### src/rtl/tick_pkg.sv
// Shared constants and types for the maze-game tick scheduler.
package tick_pkg;

    localparam int CH_PLAYER = 32'sd0;
    localparam int CH_OBS    = 32'sd1;

    localparam int unsigned CLK_HZ            = 32'd50_000_000;
    localparam int unsigned DEF_PERIOD_PLAYER = CLK_HZ;          // 1 Hz
    localparam int unsigned DEF_PERIOD_OBS    = CLK_HZ * 32'd5;  // 0.2 Hz

    typedef enum logic [0:0] {
        IDLE  = 1'b0,
        GRANT = 1'b1
    } arb_state_t;

endpackage

### src/rtl/tick_chan.sv
// One tick channel: programmable period register, free-running counter and
// a single-cycle expiry strobe (combinational, valid in the expiry cycle).
module tick_chan #(
    parameter int          CNT_W      = 32,
    parameter int unsigned DEF_PERIOD = 32'd1
) (
    input  logic             clk,
    input  logic             clr,
    input  logic             pause,
    input  logic             we,
    input  logic [CNT_W-1:0] wdata,
    output logic             expire
);

    logic [CNT_W-1:0] period_r;
    logic [CNT_W-1:0] cnt_r;
    logic             hit_s;

    // Comparing against period-1 before incrementing keeps the counter from wrapping.
    assign hit_s  = (period_r != '0) && (cnt_r == (period_r - CNT_W'(1'b1)));
    assign expire = hit_s && !pause && !we;

    // Period register and counter; a config write restarts the count and masks expiry.
    always_ff @(posedge clk) begin
        if (clr) begin
            period_r <= CNT_W'(DEF_PERIOD);
            cnt_r    <= '0;
        end else if (we) begin
            period_r <= wdata;
            cnt_r    <= '0;
        end else if ((period_r == '0) || pause) begin
            period_r <= period_r;
            cnt_r    <= cnt_r;
        end else if (hit_s) begin
            period_r <= period_r;
            cnt_r    <= '0;
        end else begin
            period_r <= period_r;
            cnt_r    <= cnt_r + CNT_W'(1'b1);
        end
    end

endmodule

### src/rtl/tick_sched.sv
// Multi-channel tick scheduler with round-robin req/ack arbitration.
// Optional per-channel grant statistics when TICK_SCHED_STATS_EN is defined.
module tick_sched
    import tick_pkg::*;
#(
    parameter int          NUM_CH      = 2,
    parameter int          CNT_W       = 32,
    parameter int unsigned DEF_PERIOD0 = DEF_PERIOD_PLAYER,
    parameter int unsigned DEF_PERIOD1 = DEF_PERIOD_OBS,
    localparam int         CH_W        = (NUM_CH > 2) ? $clog2(NUM_CH) : 1
) (
    input  logic              clk,
    input  logic              clr,
    input  logic              pause,
    input  logic              cfg_we,
    input  logic [CH_W-1:0]   cfg_ch,
    input  logic [CNT_W-1:0]  cfg_period,
    output logic              move_req,
    output logic [CH_W-1:0]   move_ch,
    input  logic              move_ack,
    output logic [NUM_CH-1:0] pending,
    output logic [NUM_CH-1:0] overrun,
    input  logic              ovr_clr
`ifdef TICK_SCHED_STATS_EN
    ,
    input  logic [CH_W-1:0]   stat_ch,
    output logic [15:0]       stat_cnt
`endif
);

    arb_state_t        state_r;
    logic [CH_W-1:0]   ptr_r;
    logic [NUM_CH-1:0] expire_s;
    logic [NUM_CH-1:0] ack_hit_s;
    logic              ack_s;
    logic [CH_W-1:0]   pick_s;

    // First set request strictly after ptr, wrapping around NUM_CH.
    function automatic logic [CH_W-1:0] rr_pick(input logic [NUM_CH-1:0] req,
                                                 input logic [CH_W-1:0]   ptr);
        logic [CH_W:0] idx;
        logic          found;
        rr_pick = '0;
        found   = 1'b0;
        for (int k = 1; k <= NUM_CH; k++) begin
            idx = {1'b0, ptr} + (CH_W+1)'(k);
            if (idx >= (CH_W+1)'(NUM_CH)) begin
                idx = idx - (CH_W+1)'(NUM_CH);
            end else begin
                idx = idx;
            end
            if (!found && req[idx[CH_W-1:0]]) begin
                rr_pick = idx[CH_W-1:0];
                found   = 1'b1;
            end else begin
                found = found;
            end
        end
    endfunction

    for (genvar i = 0; i < NUM_CH; i++) begin : g_ch
        tick_chan #(
            .CNT_W      (CNT_W),
            .DEF_PERIOD ((i < CH_OBS) ? DEF_PERIOD0 : DEF_PERIOD1)
        ) u_chan (
            .clk    (clk),
            .clr    (clr),
            .pause  (pause),
            .we     (cfg_we && (cfg_ch == CH_W'(i))),
            .wdata  (cfg_period),
            .expire (expire_s[i])
        );
    end

    assign ack_s     = move_req && move_ack && (state_r == GRANT);
    assign ack_hit_s = ack_s ? (NUM_CH'(1'b1) << move_ch) : '0;
    assign pick_s    = rr_pick(pending, ptr_r);

    // Pending/overrun flags: a new tick wins over both ack-clear and ovr_clr.
    always_ff @(posedge clk) begin
        if (clr) begin
            pending <= '0;
            overrun <= '0;
        end else begin
            pending <= expire_s | (pending & ~ack_hit_s);
            overrun <= (expire_s & pending & ~ack_hit_s) | (overrun & {NUM_CH{~ovr_clr}});
        end
    end

    // Grant FSM: one request at a time, at least one IDLE cycle between grants.
    always_ff @(posedge clk) begin
        if (clr) begin
            state_r  <= IDLE;
            move_req <= 1'b0;
            move_ch  <= CH_W'(CH_PLAYER);
            ptr_r    <= CH_W'(NUM_CH - 1);
        end else begin
            case (state_r)
                IDLE: begin
                    if (|pending) begin
                        move_ch  <= pick_s;
                        move_req <= 1'b1;
                        state_r  <= GRANT;
                    end else begin
                        move_req <= 1'b0;
                        state_r  <= IDLE;
                    end
                end
                GRANT: begin
                    if (move_ack) begin
                        ptr_r    <= move_ch;
                        move_req <= 1'b0;
                        state_r  <= IDLE;
                    end else begin
                        move_req <= 1'b1;
                        state_r  <= GRANT;
                    end
                end
                default: begin
                    move_req <= 1'b0;
                    state_r  <= IDLE;
                end
            endcase
        end
    end

`ifdef TICK_SCHED_STATS_EN
    logic [15:0] stat_r [NUM_CH];

    // Saturating completed-grant counters with a registered read port.
    always_ff @(posedge clk) begin
        if (clr) begin
            for (int i = 0; i < NUM_CH; i++) begin
                stat_r[i] <= 16'd0;
            end
            stat_cnt <= 16'd0;
        end else begin
            for (int i = 0; i < NUM_CH; i++) begin
                if (ack_hit_s[i] && (stat_r[i] != 16'hFFFF)) begin
                    stat_r[i] <= stat_r[i] + 16'd1;
                end else begin
                    stat_r[i] <= stat_r[i];
                end
            end
            if (int'(stat_ch) < NUM_CH) begin
                stat_cnt <= stat_r[stat_ch];
            end else begin
                stat_cnt <= 16'd0;
            end
        end
    end
`endif

endmodule

### config.mk
export PLATFORM = sky130hd
export DESIGN_NAME = tick_sched
export DESIGN_NICKNAME = d
export VERILOG_FILES = /design/src/rtl/tick_pkg.sv /design/src/rtl/tick_chan.sv /design/src/rtl/tick_sched.sv
export SDC_FILE = /design/constraint.sdc
export NUM_CORES = 1
export LEC_CHECK = 0
export ABC_CLOCK_PERIOD_IN_PS = 7300
export BUFFER_PORTS_ARGS = -buffer_cell sky130_fd_sc_hd__buf_2
export CORE_ASPECT_RATIO = 1.1
export CORE_UTILIZATION = 55
export CTS_CLUSTER_DIAMETER = 200
export DETAILED_ROUTE_END_ITERATION = 12
export GPL_ROUTABILITY_DRIVEN = 0
export GPL_TIMING_DRIVEN = 0
export PLACE_DENSITY = 0.77
export SLEW_MARGIN = 20
export SYNTH_ARGS = -nofsm -noshare
export SYNTH_HDL_FRONTEND = slang
export SYNTH_SLANG_ARGS = --single-unit
### constraint.sdc
create_clock -name clk -period 7.3 [get_ports clk]
set_clock_uncertainty 0.2 [all_clocks]
set_input_delay 0.365 -clock clk [delete_from_list [all_inputs] [get_ports clk]]
set_output_delay 0.365 -clock clk [all_outputs]
set_load 0.02 [all_outputs]
==> results.tsv, run 1 <==
stage	metric	value	unit
run_status	status	finished clean	
worst_setup_path	type of origin of the critical path	register	
route	routed via count	7203	
finish	area of the multi-input gates	0.004692	mm²
route	vias per cell	5.708	
finish	post-layout net count	1110	
route	DRC	0	
cts	post_cts resized	0	
route	1st-iter DRT viols	445	
synth	Yosys reg bits	135	
cts	Post-CTS Setup Bufs	0	
cts	total clock sinks	135	
synth	count of different cell masters after synthesis	59	
finish	Final Core Density	0.6611	
route	Post-Route WL	19.81	mm
synth	post-synth top area share	0.3526	
sta	fin crit share	0.5483	
placement	Final HPWL DP	14.88	mm
synth	fraction of registers with async set/reset	0	
grt	total grt overflow	0	
grt	first-pass GRT wire length	32.40	mm
cts	Clock Path Buffers	2	
synth	Post-synth EDFFs	0	
floorplan	row cnt	44	
sta	Total Neg Setup Slack	0	ns
finish	Layout area overhead	15.39	%
worst_setup_path	CP max FO	10	
worst_setup_path	Req. time, crit path	7.38	ns
route	Antenna Violating Nets Remaining	0	
worst_hold_path	Worst Hold Depth	3	
worst_setup_path	CP endpoint kind	register	
worst_setup_path	CP Class	register to register	
synth	top cells by area, synth	dfxtp_1, nand2_1, xnor2_1	
worst_setup_path	worst reg2reg endpoint	g_ch[1].u_chan.cnt_r[5]	
floorplan	core area	0.01338	mm²
floorplan	Chip Width	114.6	µm
worst_setup_path	worst r2r src	g_ch[1].u_chan.period_r[8]	
worst_setup_path	Arr. time, crit path	4.09	ns
worst_setup_path	Reg2Reg Setup Slack	3.30	ns
route	DR WL/cell	15.70	µm
floorplan	starting density of the core	0.5730	
sta	final worst path period need	4.002	ns
sta	Slew Limit Fails	0	
grt	number of global-route vias before repair	6929	
cts	CTS tree	done	
cts	CTS Buf Count	17	
synth	Avg Inst Size Synth	7.727	µm²
synth	top-count cell post-synth	nand2_1	
synth	Ys Warns	0	
cts	Skew-Pair Late Insertion Delay	0.42	ns
floorplan	die height	125.8	µm
synth	Mapped Area	0.007665	mm²
sta	Slew headroom	0.4768	
worst_hold_path	HP Start	cfg_period[31]	
finish	Register Area	0.002703	mm²
cts	Worst-path clk slew	0.06	ns
grt	GRT Total Usage	0.2863	
worst_hold_path	Hold Path End	g_ch[1].u_chan.period_r[31]	
flow_run	MaxCap Viol Count	0	
finish	Antenna Cells	0	
sta	FMAX	0.2499	GHz
sta	# setup viols final	0	
synth	post-synthesis cell count	992	
finish	fillers	1153	
synth	Synth area leader	dfxtp_1	
cts	Root Driver	clkbuf_16	
grt	pin count of the biggest net entering global routing	17	
grt	initial antenna violation count	0	
synth	ys flop type	dfxtp_1	
synth	syn nets	1037	
cts	H-tree depth	4	
placement	count of input and output buffers	43	
sta	slew at the pin closest to its max-slew limit	0.7831	ns
pwr	Peak VDD IR	0.0001914	V
synth	commonest cells in the synthesized netlist	nand2_1, dfxtp_1, nor2_1, xnor2_1, xor2_1	
sta	RSZ-0062 raised after global routing	false	
finish	proportion of layout cells with a drive suffix above 1	0.08813	
sta	Fin. Hold Viols	0	
synth	register area share after synthesis	0.3526	
cts	hold_buf cts	10	
pwr	PD cells	209.6	mW/mm²
worst_setup_path	Reg2Reg Depth	10	
route	1st-pass router iterations	7	
worst_hold_path	HP Class	input port to register	
floorplan	die area	0.01441	mm²
floorplan	I/O pin cnt	45	
pwr	Leak Pwr	3.121	nW
-- how the worst max path moves through the flow --
stage / from / end / slack (ns) / cells past startpoint
6_report: g_ch[1].u_chan.period_r[8] / g_ch[1].u_chan.cnt_r[5] / 3.30 / 10
2_1_floorplan: g_ch[1].u_chan.period_r[24] / g_ch[1].u_chan.cnt_r[5] / 4.03 / 10
3_5_place_dp: g_ch[1].u_chan.period_r[20] / g_ch[1].u_chan.cnt_r[5] / 3.40 / 10
5_1_grt: g_ch[1].u_chan.period_r[0] / g_ch[1].u_chan.cnt_r[5] / 3.03 / 11
4_1_cts: g_ch[1].u_chan.period_r[8] / g_ch[1].u_chan.cnt_r[5] / 3.35 / 10
3_3_place_gp: g_ch[1].u_chan.period_r[20] / g_ch[1].u_chan.cnt_r[5] / 3.40 / 10
-- cells in the final DEF, fill, tap and decap left out, types with 5 or more instances in the layout --
cell	n
buf_2	51
and3_1	15
xor2_1	57
and4_1	8
dfxtp_1	135
ha_1	6
clkbuf_1	42
dlygate4sd3_1	11
mux2i_1	5
or4_1	15
inv_1	20
clkinv_2	6
o211ai_1	5
o31ai_1	7
nor2_1	81
nor3_1	56
nand4_1	21
nor4_1	27
a21oi_1	52
or3_1	11
clkbuf_8	5
clkbuf_16	17
xnor2_1	81
nand3_1	31
nand3b_1	29
nand2b_1	9
o21ai_0	13
nand2_1	189
-- per-layer routing --
layer  vias to the layer above  track usage  share of wire
li1                       3608            -              -
met1                      3366       0.3133           0.42
met2                       165       0.5084           0.50
met3                        64      0.05679          0.031
met4                         0       0.1688          0.056
met5                         -            0              0
-- per-stage QoR --
step	power (mW)	cell area [µm²]	instances	hold WS, ns	worst slack (ns)
after floorplan	0.9142	7665	992	0.2353	4.030
after global placement	0.9668	8110	1219	0.2315	3.397
after detailed placement	0.9706	8117	1219	0.2412	3.396
after CTS	1.858	8835	1261	0.0005155	3.346
after global routing	1.914	8845	1262	0.01083	3.033
final	1.854	8845	1262	0.007134	3.298
-- critical path, stage by stage, from the launching register on --
cell and delay [ns]:
dfxtp_1 0.29, buf_2 0.16, nor4_1 0.57, nand4_1 0.49, or4_1 0.63, a32oi_1 0.25
nand4_1 0.12, or4_4 0.51, o21bai_2 0.24, buf_2 0.29, nor3_1 0.09
-- state kept, by name, indices dropped and copies added (netlist names) --
signal / flops
ptr_r: 1
g_ch.u_chan.period_r: 64
overrun: 2
g_ch.u_chan.cnt_r: 64
state_r: 1
move_ch: 1
pending: 2
-- power breakdown --
| part | internal (mW) | switching, mW | leakage, nW |
|---|---|---|---|
| Clock | 0.579 | 0.312 | 0.312 |
| Combinational | 0.0713 | 0.105 | 1.71 |
| Sequential | 0.758 | 0.0290 | 1.10 |
| Total | 1.41 | 0.446 | 3.12 |
-- final cells by class --
class	instances	share of cell area
Multi-Input combinational cell	786	0.5305
Sequential cell	135	0.3056
Clock buffer	23	0.05630
Timing Repair Buffer	54	0.03678
Tap cell	184	0.02603
Buffer	51	0.02278
Clock inverter	9	0.01358
Inverter	20	0.008488
-- logic make-up after synthesis --
family | share of synthesized area
AO/OA/AOI/OAI | 0.09435
XOR/XNOR | 0.1577
adder cells (fa/ha/maj) | 0.009794
buffers and inverters | 0.03608
flip-flops | 0.3526
multiplexers | 0.006530
AND/OR/NAND/NOR | 0.3430
(Power assumes the default switching activity.)
==> inputs of run 2 (changes only) <==
ABC_CLOCK_PERIOD_IN_PS = 3560   (was 7300)
PLACE_DENSITY = 0.8   (was 0.77)
clock period = 3.56 ns   (was 7.3 ns; I/O delays follow)
==> results.tsv, run 2 (same netlist as run 1, synthesis figures left out) <==
stage	metric	value	unit	change
worst_setup_path	Req. time, crit path	3.64	ns	-3.74 ns
finish	Final Core Density	0.6985		+0.03732
pwr	Peak VDD IR	0.0003569	V	+86%
floorplan	I/O pin cnt	45		unchanged
pwr	PD cells	400.9	mW/mm²	+91%
route	Antenna Violating Nets Remaining	0		unchanged
cts	Clock Path Buffers	2		unchanged
grt	number of global-route vias before repair	7368		+6.3%
worst_setup_path	worst r2r src	g_ch[1].u_chan.period_r[24]		
grt	GRT Total Usage	0.3096		+0.02331
grt	first-pass GRT wire length	35.35	mm	+9.1%
floorplan	die height	125.8	µm	unchanged
sta	FMAX	0.2845	GHz	+14%
finish	Antenna Cells	0		unchanged
worst_setup_path	Arr. time, crit path	3.59	ns	-0.50 ns
pwr	Net Sw Frac	0.2466		+0.006064
finish	Layout area overhead	21.91	%	
floorplan	core area	0.01338	mm²	unchanged
worst_setup_path	CP max FO	5		-5
floorplan	row cnt	44		unchanged
route	DRC	0		unchanged
grt	initial antenna violation count	0		unchanged
floorplan	Chip Width	114.6	µm	unchanged
pwr	Clock power frac	0.455		-0.025
pwr	Pint	2.822	mW	+100%
cts	H-tree depth	4		unchanged
cts	Root Driver	clkbuf_16		
cts	CTS tree	done		
worst_setup_path	type of origin of the critical path	register		
sta	slew at the pin closest to its max-slew limit	0.7548	ns	-0.02838 ns
worst_setup_path	CP Class	register to register		
placement	count of input and output buffers	43		unchanged
run_status	status	finished clean		
sta	final worst path period need	3.515	ns	-0.4873 ns
sta	Fin. Hold Viols	0		unchanged
worst_hold_path	HP Start	cfg_we		
cts	Worst-path clk slew	0.06	ns	about the same
pwr	Reg power frac	0.434		+0.010
grt	total grt overflow	0		unchanged
sta	# setup viols final	0		unchanged
flow_run	MaxCap Viol Count	0		unchanged
finish	commonest non-fill, non-tap cell in the layout	nand2_1		
placement	dpl cells	1219		unchanged
pwr	sw power	923.8	µW	+110%
route	vias per cell	5.873		+2.9%
finish	proportion of layout cells with a drive suffix above 1	0.1186		+0.03043
pwr	Comb pwr share	0.111		+0.016
worst_setup_path	CP endpoint kind	register		
finish	commonest non-fill, non-tap cells in the layout	nand2_1, dfxtp_1, nor2_1, xnor2_1, xor2_1		
route	1st-iter DRT viols	610		+37%
sta	Slew headroom	0.4926		+0.01586
placement	Placed Area	0.008117	mm²	unchanged
cts	CTS Buf Count	17		unchanged
route	DR WL/cell	16.70	µm	+6.4%
floorplan	starting density of the core	0.5730		unchanged
floorplan	die area	0.01441	mm²	unchanged
worst_hold_path	HP Class	input port to register		
grt	pin count of the biggest net entering global routing	17		unchanged
worst_setup_path	CP Launch Point	g_ch[1].u_chan.period_r[24]		
finish	final instance area	0.009344	mm²	+5.6%
cts	Skew-Pair Late Insertion Delay	0.42	ns	about the same
route	Post-Route WL	21.53	mm	+8.7%
route	routed via count	7570		+5.1%
sta	fin crit share	0.9874		+0.4391
finish	post-layout net count	1139		+2.6%
finish	final non-filler cell total	1289		+2.1%
finish	registers with the most flip-flops	g_ch.u_chan.cnt_r: 64 flops, g_ch.u_chan.period_r: 64 flops		
cts	total clock sinks	135		unchanged
placement	Final HPWL DP	14.79	mm	-0.60%
sta	Slew Limit Fails	0		unchanged
route	1st-pass router iterations	6		-1
pwr	Leak Pwr	3.286	nW	+5.3%
run 2: path summary, 6_finish.rpt:
path	endpoint	slack [ns]	depth (start not counted)
hold / removal	g_ch[1].u_chan.period_r[1]	0.02	4
hold reg to reg	overrun[1]	0.26	1
setup / recovery	g_ch[1].u_chan.cnt_r[5]	0.04	10
setup reg to reg	g_ch[1].u_chan.cnt_r[5]	0.04	10
run 2: routing by layer:
metal,global-route usage,share of wire,vias up
li1,-,-,3661
met1,0.3508,0.41,3587
met2,0.5472,0.50,248
met3,0.06545,0.042,74
met4,0.1513,0.045,0
met5,0,0,-
run 2: cell type report:
cell class                      count  area [µm²]
Buffer                             47       219.0
Clock buffer                       28       536.8
Tap cell                          184       230.2
Timing Repair Buffer               87       636.9
Clock inverter                      2       35.03
Multi-Input combinational cell    786        4896
Fill cell                        1087        4034
Inverter                           20       75.07
Sequential cell                   135        2715
run 2: critical path, cell delays in order, from the launching register on:
cell	delay [ns]
dfxtp_4	0.34
or4_4	0.52
buf_6	0.13
or4_1	0.46
a2111o_1	0.39
a32oi_2	0.22
nand4_1	0.12
or4_4	0.50
o21bai_4	0.27
buf_6	0.17
nor3_2	0.05
run 2: power by group through the flow:
stage	Clock (mW)	Combinational [mW]	Sequential [mW]
floorplan	0	0.248	1.63
global placement	0	0.338	1.64
detailed placement	0	0.345	1.64
CTS	1.71	0.392	1.62
global route	1.79	0.455	1.63
finish	1.70	0.416	1.63
run 2: metrics by stage:
| stage | TNS, ns | setup WS, ns | hold slack (ns) | total power [mW] |
|---|---|---|---|---|
| floorplan | 0 | 0.2897 | 0.07762 | 1.875 |
| global placement | -10.12 | -0.3174 | 0.1908 | 1.981 |
| detailed placement | -13.83 | -0.4034 | 0.1894 | 1.990 |
| CTS | -0.02299 | -0.01066 | 0.002067 | 3.717 |
| global route | -0.003155 | -0.002148 | 0.03511 | 3.875 |
| finish | 0 | 0.04495 | 0.01763 | 3.746 |
run 2: what timing repair did:
item,CTS,global route
hold buffers,35,0
pin swaps,5,4
resized for setup,33,31
cloned,1,1
endpoints found under the hold margin,70,0
endpoints found under the setup margin,62,64
setup buffers,5,2
